### config.mk
export PLATFORM = sky130hd
export DESIGN_NAME = stream_upsizer
export DESIGN_NICKNAME = d
export VERILOG_FILES = /design/src/rtl/stream_upsizer.sv
export SDC_FILE = /design/constraint.sdc
export NUM_CORES = 1
export LEC_CHECK = 0
export BUFFER_PORTS_ARGS = -buffer_cell sky130_fd_sc_hd__buf_4
export CORE_MARGIN = 1
export CORE_UTILIZATION = 54
export DETAILED_ROUTE_END_ITERATION = 6
export PLACE_DENSITY = 0.84
export SLEW_MARGIN = 20
export SYNTH_ARGS = -nofsm -noshare
export SYNTH_HDL_FRONTEND = slang
export SYNTH_SLANG_ARGS = --single-unit
export TNS_END_PERCENT = 1
### constraint.sdc
create_clock -name clk_i -period 2.8 [get_ports clk_i]
set_input_delay 0.28 -clock clk_i [delete_from_list [all_inputs] [get_ports clk_i]]
set_output_delay 0.28 -clock clk_i [all_outputs]
set_load 0.05 [all_outputs]
### src/rtl/stream_upsizer.sv
// ============================================================================
//  stream_upsizer
//  Packs Ratio consecutive narrow beats into one registered wide word.
//  Optional feature macro: STREAM_UPSIZER_LAST_EN (wlast_i early close, rmask_o)
//  Revision: 1.0
// ============================================================================
`default_nettype none

module stream_upsizer #(
    parameter int NarrowWidth = 32,
    parameter int Ratio       = 4
) (
    input  logic                         clk_i,
    input  logic                         rst_ni,
    input  logic                         w_i,
    input  logic [NarrowWidth-1:0]       wdata_i,
    output logic                         wok_o,
    input  logic                         r_i,
    output logic [NarrowWidth*Ratio-1:0] rdata_o,
    output logic                         rok_o
`ifdef STREAM_UPSIZER_LAST_EN
    ,
    input  logic                         wlast_i,
    output logic [Ratio-1:0]             rmask_o
`endif
);

    localparam int c_WIDE_W = NarrowWidth * Ratio;
    localparam int c_CNT_W  = (Ratio > 1) ? $clog2(Ratio) : 1;
    localparam logic [c_CNT_W-1:0] c_LAST_LANE = c_CNT_W'(Ratio - 1);

    logic [c_WIDE_W-1:0] buf_q, buf_d;
    logic [c_CNT_W-1:0]  cnt_q, cnt_d;
    logic                full_q, full_d;
    logic                w_acc, w_drn, w_close;
`ifdef STREAM_UPSIZER_LAST_EN
    logic [Ratio-1:0]    mask_q, mask_d;
`endif

    assign wok_o = ~full_q | r_i;
    assign w_acc = w_i & wok_o;
    assign w_drn = full_q & r_i;

    // A beat can only be accepted while full if the word drains the same
    // cycle, so cnt_q is 0 then and the new beat always lands in lane 0.
    always_comb begin
        buf_d  = buf_q;
        cnt_d  = cnt_q;
        full_d = full_q;
`ifdef STREAM_UPSIZER_LAST_EN
        mask_d  = mask_q;
        w_close = (cnt_q == c_LAST_LANE) | wlast_i;
`else
        w_close = (cnt_q == c_LAST_LANE);
`endif
        if (w_acc) begin
            buf_d[int'(cnt_q)*NarrowWidth +: NarrowWidth] = wdata_i;
`ifdef STREAM_UPSIZER_LAST_EN
            if (w_drn) begin
                mask_d = '0;
            end
            mask_d[cnt_q] = 1'b1;
`endif
            full_d = w_close;
            cnt_d  = w_close ? '0 : cnt_q + c_CNT_W'(1);
        end else if (w_drn) begin
            full_d = 1'b0;
`ifdef STREAM_UPSIZER_LAST_EN
            mask_d = '0;
`endif
        end
    end

    always_ff @(posedge clk_i or negedge rst_ni) begin
        if (!rst_ni) begin
            buf_q  <= '0;
            cnt_q  <= '0;
            full_q <= 1'b0;
`ifdef STREAM_UPSIZER_LAST_EN
            mask_q <= '0;
`endif
        end else begin
            buf_q  <= buf_d;
            cnt_q  <= cnt_d;
            full_q <= full_d;
`ifdef STREAM_UPSIZER_LAST_EN
            mask_q <= mask_d;
`endif
        end
    end

    assign rok_o = full_q;

`ifdef STREAM_UPSIZER_LAST_EN
    assign rmask_o = mask_q;

    // Lanes left unwritten by an early-closed word read as zero.
    for (genvar k = 0; k < Ratio; k++) begin : g_lane
        assign rdata_o[k*NarrowWidth +: NarrowWidth] =
            mask_q[k] ? buf_q[k*NarrowWidth +: NarrowWidth] : '0;
    end
`else
    assign rdata_o = buf_q;
`endif

endmodule

`default_nettype wire

# Yosys cells after proc, flatten, opt, wreduce, memory -nomap -nowiden
# Index checks and enable logic that the tools add are counted.
# Widths: inputs -> output; s select.
[word_totals]
output_inout_bits = 130
regBits = 131
[op_classes]
mux = 4
n_reduce_logical = 1
shift = 2
bitwise_logic = 4
add_sub_neg = 2
eq_ne = 1
[op_table]
columns = ["op", "count"]
rows = [
  ["$bwmux 128", 1],
  ["$shift 32x33->128 const A", 1],
  ["$shiftx 32x33->128", 1],
  ["$neg 7->33", 1],
  ["$add 2x1->2 const B", 1],
  ["$and 1x1->1", 2],
  ["$eq 2x2->1 const B", 1],
  ["$mux 1", 2],
  ["$mux 2", 1],
  ["$reduce_bool 2->1", 1],
  ["$not 1->1", 1],
  ["$or 1x1->1", 1],
]

# Longest topological paths before layout
# Gate-level depths: netlist of run 1.
[logic_depth]
ltp_word = 4
depth_mapped = 7
mapped_depth_nobuf = 5

# Worst setup path after synthesis of run 1
# Ideal clock, no wire load.
[synth_timing]
path_kind = "flip-flop to flip-flop"
from = "reg cnt_q[0]"
to = "reg buf_q[100] (netlist: rdata_o[100])"
path_slack_ns = 0.910
arrival_time_ns = 1.824
t_required_ns = 2.735
path_stages_with_launch = 7
n_path_buf = 1
synth_period_minus_slack_ns = 1.890
path_cell_list = "dfrtp_1 > inv_1 > ha_1 > or3b_4 > nor3_4 > buf_6 > a22o_2"
[synth_via]
elab_chain_len = 3
word_cells_on_any_way = 4
[synth_rtl]
columns = ["item", "line", "source"]
rows = [
  ["from (decl)", "33", "logic [c_CNT_W-1:0] cnt_q, cnt_d;"],
  ["from (signal assigned)", "84", "cnt_q <= cnt_d;"],
  ["$neg 7->33 (*)", "57", "buf_d[int'(cnt_q)*NarrowWidth +: NarrowWidth] = wdata_i;"],
  ["$shiftx 32x33->128 / $shift 32x33->128 (equally long branches)", "57", ""],
  ["$bwmux 128 (*)", "57", ""],
  ["to (signal assigned)", "83", "buf_q <= buf_d;"],
  ["to (decl)", "32", "logic [c_WIDE_W-1:0] buf_q, buf_d;"],
]
# Every way passes the cells marked *; elsewhere a longest branch is shown, timed or not.
# A chain may end at the register's enable or synchronous reset.

# Worst setup path in the final report of run 1
[layout_timing]
from = "reg cnt_q[0]"
to = "reg buf_q[30] (netlist: rdata_o[30])"
# Same word-level chain as after synthesis.

==> results.md, run 1 <==
* Outcome: finished clean
* Kind of critical path: flip-flop to flip-flop
* HPWL after DPL at 8980 um
* FF-to-FF setup slack at 0.49 ns
* Instance area at placement at 6510 um2
* Total setup buffers inserted after CTS at 0
* Launch point of the critical path: cnt_q[0]
* Power density normalized to cell area at 1500 nW/um2
* CP peak stage delay at 0.85 ns
* Routed via count divided by cell count at 5.66
* Net count after synthesis at 421
* WHS at 0.0203 ns
* LEAKAGE at 3.63 nW
* Count of H-tree levels built during CTS at 4
* Class of the worst hold path: input port to flip-flop
* Commonest non-fill, non-tap cells in the layout: 175 x buf_4, 131 x dfrtp_1, 79 x a22o_1, 37 x nand2_1, 35 x inv_1
* Worst-path maximum fanout at 32
* Worst R2R Path Depth at 5
* Later-pin clock latency in the skew report at 0.51 ns
* Post-route clock skew at 0.00912 ns
* Aggregate global-route resource usage at 29.4%
* Fraction of final layout cells with drive strength greater than 1 at 41.3%
* Antenna diode count at 0
* Final number of max-transition violations at 0
* Worst path buffer plus inverter count at 1
* Area Growth Syn to Fin at 40.0%
* Vertical die dimension at 99.5 um
* Post-Syn Area at 5140 um2
* Initial Utilization at 55.6%
* Total wirelength of the detailed-routed design at 13,700 um
* Remaining global-route overflow at 0
* Sequential cell area fraction in the yosys report at 63.8%
* Critical Path Stages at 5
* CTS tree: yes
* Starting DRT DRC Count at 246
* Endpoints failing hold at 0
* Hold path startpoint: wdata_i[2]
* Worst path slowest cell: and4bb_2
* Critical path endpoint: rdata_o[30]
* Placeable core area at 9240 um2
* Final Critical Period at 2.31 ns
* Post-route ant nets at 0
* GPL Wtd Cong at 0.892
* Launch instance of the worst register-to-register path: cnt_q[0]
* Setup TNS after final layout at 0 ns
* Synthesis warning total at 0
* Number of buffers inserted by port buffering at 165
* Summed area of non-filler cells in the final layout at 7190 um2
* Timing-limited maximum frequency at 432 MHz
* Flop and latch count out of synthesis at 131
* Maximum VDD drop at 0.842 mV
* Leading cell type in the layout, fill and taps excluded: buf_4
* Top cell type by total area after synthesis: dfrtp_1
* Worst path cell trace: inv_1 > ha_1 > and4bb_2 > nand2_1 > mux2i_1
* Ratio of final minimum period to clock period at 82.6%
* Setup repair after global routing missed its margin: no
* Ranking of synthesized cells by area: dfrtp_1 64%, a22o_1 13%, mux2i_1 6.2%
* Number of global-route vias before repair at 4,032
* Maximum number of pins on one net before global-route repair at 68
* Global-route wire length before repair at 22,000 um
* Cell count after synthesis at 380
* Critical Path Start Type: flip-flop
* Number of clock buffers inserted by TritonCTS at 17
* Number of clock sinks at 131
* Total of endpoints with negative setup slack in the final report at 0
* Area of the die at 9910 um2
* Worst endpoint required time at 3.23 ns
* Clock buffer depth at 2
* Clk Tree Root Cell: clkbuf_8
* Max-slew headroom at the worst pin at 48.3%
* Post-layout nets at 598
* Count of boundary I/O pins at 166
* FF-to-FF End: rdata_o[30]
* Count of TritonRoute iterations in the first routing pass at 6
* Mapped Avg Cell Area at 13.5 um2
* Die boundary width at 99.5 um
* DR vias at 3,950
* Data arrival time of the critical path at 2.74 ns
* Clock edge transition at the registers on the reported setup and hold paths at 0.06 ns
* Unique masters post-synth at 27
* Wire length per cell after detailed routing at 19.6 um
* Site Rows at 35
* Setup crit end kind: flip-flop
* Number of antenna violations at the first check in global routing at 0
* Cell type group with the largest total delay on the critical path: simple AND/OR/NAND/NOR gates
* Max_cap viols at 0
* Remaining design rule violation count at 0
* Actual transition at the worst max-transition pin at 0.776 ns
* Top-area cell type share of the netlist area at 63.8%
## report_power, final
group	switching (mW)	leakage, nW	internal [mW]	total [mW]
registers	0.481	1.80	2.63	3.11
logic	3.67	1.53	1.72	5.38
clock network	0.808	0.298	1.49	2.30
## metal layers
layer	GRT usage, %	routed length, um	vias to the layer above
met5	0	0	-
met4	8.60	195	0
met3	9.35	1120	19
met2	45.8	6610	194
met1	39.9	5780	2031
li1	-	-	1706
## flip-flops by register name, summed over array words and instances, names as in the netlist
register / flops
rdata_o: 128
cnt_q: 2
rok_o: 1
## area by class of cell
| class | count | area (um2) |
|---|---|---|
| flip-flops and latches | 131 | 3280 |
| fillers | 557 | 2050 |
| multi-input cells | 188 | 1580 |
| repair buffers | 183 | 1410 |
| clock buffers | 20 | 445 |
| clock inverters | 11 | 175 |
| well taps | 129 | 161 |
| inverters | 36 | 135 |
## timing repair
| item | CTS | global route |
|---|---|---|
| resized for setup | 0 | 0 |
| hold buffers | 3 | 3 |
| hold endpoints to repair | 30 | 4 |
## how the worst min path moves through the flow
stage,cells after the start,endpoint
after floorplan,0,cnt_q[0]
after global placement,1,rdata_o[78]
final,2,rdata_o[34]
after global routing,2,rdata_o[61]
after CTS,2,rdata_o[101]
after detailed placement,1,rdata_o[78]
## cell families after synthesis
kind of cell / synth area share [%]
flops: 63.8
compound gates: 16.8
buf+inv: 5.60
simple gates: 5.90
mux: 6.67
fa+ha+maj: 1.22
## worst reg2reg max path: cells and delay by family, from the launching register on
family                     cells  cell delay [ns]
and+or+nand+nor                2             1.02
DFF                            1             0.49
muxes                          1             0.20
buffers and inverters          1             0.13
adders and majority gates      1             0.38
## per-stage QoR
stage          power [mW]  setup slack (ns)  instances  util [%]
2_1_floorplan        6.77             0.910        380         -
3_3_place_gp         8.37             0.667        661      70.4
3_5_place_dp         8.46             0.541        661      70.4
4_1_cts              10.8             0.485        695      77.5
5_1_grt              11.2             0.347        698      77.8
6_report             10.8             0.487        698      77.8
## cell usage after synthesis, drive strengths merged
cell and count:
nor3 1, or3b 1, a22o 95, and2b 1
inv 36, ha 5, and3 1, nor4b 2
mux2 2, mux2i 32, buf 15, nor4 2
and4bb 1, nand2b 2, nor2 2, nand3 3
clkbuf 10, a32o 1, dfrtp 131, nand2 37
Note: power is estimated with default switching activity, not from simulation.
==> run 2, diff against run 1 <==
--- a/config.mk
+++ b/config.mk
@@ -7,9 +7,9 @@
 export LEC_CHECK = 0
 export BUFFER_PORTS_ARGS = -buffer_cell sky130_fd_sc_hd__buf_4
 export CORE_MARGIN = 1
-export CORE_UTILIZATION = 54
+export CORE_UTILIZATION = 46
 export DETAILED_ROUTE_END_ITERATION = 6
-export PLACE_DENSITY = 0.84
+export PLACE_DENSITY = 0.76
 export SLEW_MARGIN = 20
 export SYNTH_ARGS = -nofsm -noshare
 export SYNTH_HDL_FRONTEND = slang
==> constraint.sdc (replaced) <==
create_clock -name clk_i -period 2 [get_ports clk_i]
set_input_delay 0.2 -clock clk_i [delete_from_list [all_inputs] [get_ports clk_i]]
set_output_delay 0.2 -clock clk_i [all_outputs]
set_load 0.05 [all_outputs]
==> run 2 against run 1 <==
Non-clock buffer count grew 37. Register-to-register slack got worse by 0.41 ns. Die area increased by 17%. Global-route usage shrank 3.4 points. Clock power grew 36%. Wire length grew 3.6%. Sequential cell count stayed put. Clock-buffer cell count unchanged. Clock skew down 0.0028 ns. Final area is 5.2% higher. Utilization decreased by 8.1 points.
==> results.md, run 2 (synthesized netlist as in run 1, its figures left out) <==
* Outcome: finished clean
* LEAKAGE at 3.79 nW
* Clock buffer depth at 2
* Total wirelength of the detailed-routed design at 14,200 um
* Worst Hold End: cnt_q[0]
* FF-to-FF End: rdata_o[99]
* Remaining design rule violation count at 0
* Number of clock buffers inserted by TritonCTS at 17
* CTS tree: yes
* Max-slew headroom at the worst pin at 65.5%
* Area of the die at 11,600 um2
* Actual transition at the worst max-transition pin at 0.517 ns
* Worst path cell trace: inv_1 > ha_1 > or3b_4 > nor3_4 > buf_4 > a22o_2
* Starting DRT DRC Count at 181
* Remaining global-route overflow at 0
* Post-layout nets at 635
* Number of buffers inserted by port buffering at 165
* Timing-limited maximum frequency at 519 MHz
* Initial Utilization at 47.4%
* Hold path startpoint: w_i
* Largest register FFs at 128
* Setup crit end kind: flip-flop
* Wire length per cell after detailed routing at 19.0 um
* Routed via count divided by cell count at 5.39
* Endpoints failing hold at 0
* Total of fill cells in the finished design at 768
* Class of the worst hold path: input port to flip-flop
* Ratio of final minimum period to clock period at 96.4%
* GPL Wtd Cong at 0.785
* Count of H-tree levels built during CTS at 4
* Fraction of final layout cells with drive strength greater than 1 at 40.6%
* Worst R2R Path Depth at 6
* Max_cap viols at 0
* Worst endpoint required time at 2.46 ns
* Leading cell type in the layout, fill and taps excluded: buf_4
* Number of global-route vias before repair at 4,209
* Die boundary width at 108 um
* Antenna diode count at 0
* Number of clock sinks at 131
* Aggregate global-route resource usage at 26.0%
* Launch point of the critical path: cnt_q[1]
* DR vias at 4,022
* Setup repair after global routing missed its margin: no
* Final Critical Period at 1.93 ns
* Number of antenna violations at the first check in global routing at 0
* HPWL after DPL at 9350 um
* Setup TNS after final layout at 0 ns
* Worst-path maximum fanout at 13
* Total setup buffers inserted after CTS at 0
* Later-pin clock latency in the skew report at 0.52 ns
* Fraction of the core area covered by cells at the end of the flow at 69.7%
* CP peak stage delay at 0.45 ns
* Count of boundary I/O pins at 166
* Vertical die dimension at 108 um
* Area Growth Syn to Fin at 47.2%
* Final number of max-transition violations at 0
* Cell count of the worst hold path at 3
* Critical Path Start Type: flip-flop
* Site Rows at 38
* Post-route ant nets at 0
* Post-route clock skew at 0.00633 ns
* Placeable core area at 10,800 um2
* Count of TritonRoute iterations in the first routing pass at 4
* Power density normalized to cell area at 2000 nW/um2
* Clk Tree Root Cell: clkbuf_8
* Maximum VDD drop at 1.38 mV
* Commonest non-fill, non-tap cells in the layout: 183 x buf_4, 131 x dfrtp_1, 79 x a22o_1, 37 x nand2_1, 35 x inv_1
* Worst path slowest cell: or3b_4
* Launch instance of the worst register-to-register path: cnt_q[1]
* Clock edge transition at the registers on the reported setup and hold paths at 0.06 ns
* Kind of critical path: flip-flop to flip-flop
* FF-to-FF setup slack at 0.07 ns
* Global-route wire length before repair at 22,300 um
* Data arrival time of the critical path at 2.38 ns
* Maximum number of pins on one net before global-route repair at 55
* Total of endpoints with negative setup slack in the final report at 0
## run 2: changes by cell type in the layout (fill, tap and decap cells not counted), sizes merged
| cell | change |
|---|---|
| dlygate4sd3 | +27 |
| buf | +10 |
| clkinvlp | +2 |
| bufinv | -1 |
| clkinv | -1 |
## run 2: worst max path at each step
stage / to / slack, ns
2_1_floorplan: rdata_o[100] / 0.11
3_3_place_gp: rdata_o[98] / 0.19
3_5_place_dp: rdata_o[107] / 0.12
4_1_cts: rdata_o[99] / 0.09
5_1_grt: rdata_o[102] / 0.007
6_report: rdata_o[99] / 0.07
## run 2: power by group
group	internal [mW]	switching [mW]	leakage, nW
registers	3.68	0.672	1.80
logic	2.49	5.14	1.70
clock network	2.00	1.14	0.286
total	8.17	6.95	3.79
## run 2: metal layers
layer / up-vias / GRT usage (%) / routed length, um
met2: 163 / 40.8 / 6810
met4: 0 / 8.32 / 161
li1: 1785 / - / -
met5: - / 0 / 0
met3: 16 / 9.08 / 1110
met1: 2058 / 33.9 / 6110
## run 2: critical path: cells and delay by family (launching register included)
kind | cells | cell delay [ns]
compound gates | 1 | 0.16
fa+ha+maj | 1 | 0.34
buf+inv | 2 | 0.36
flops | 1 | 0.39
simple gates | 2 | 0.62
## run 2: layout make-up
class / count / area (um2) / share of cell area (%)
multi-input combinational: 188 / 1580 / 20.9
clock inverter: 11 / 151 / 2.00
timing repair buffer: 220 / 1780 / 23.6
sequential: 131 / 3280 / 43.4
inverter: 36 / 135 / 1.79
tap: 140 / 175 / 2.32
clock buffer: 20 / 455 / 6.02
## run 2: what timing repair did
action | 4_1_cts | 5_1_grt
gates resized for setup | 0 | 0
hold endpoints to repair | 162 | 0
hold buffers | 33 | 0
## run 2: through the flow
stage	power, mW	setup slack, ns	hold WS (ns)	cell area [um2]	instances
detailed placement	11.9	0.116	0.206	6620	682
global route	15.7	0.00701	0.0950	7560	746
floorplan	9.48	0.110	-0.0956	5140	380
finish	15.1	0.0719	0.0994	7560	746
CTS	15.2	0.0855	0.0739	7560	746
global placement	11.8	0.188	0.200	6620	682
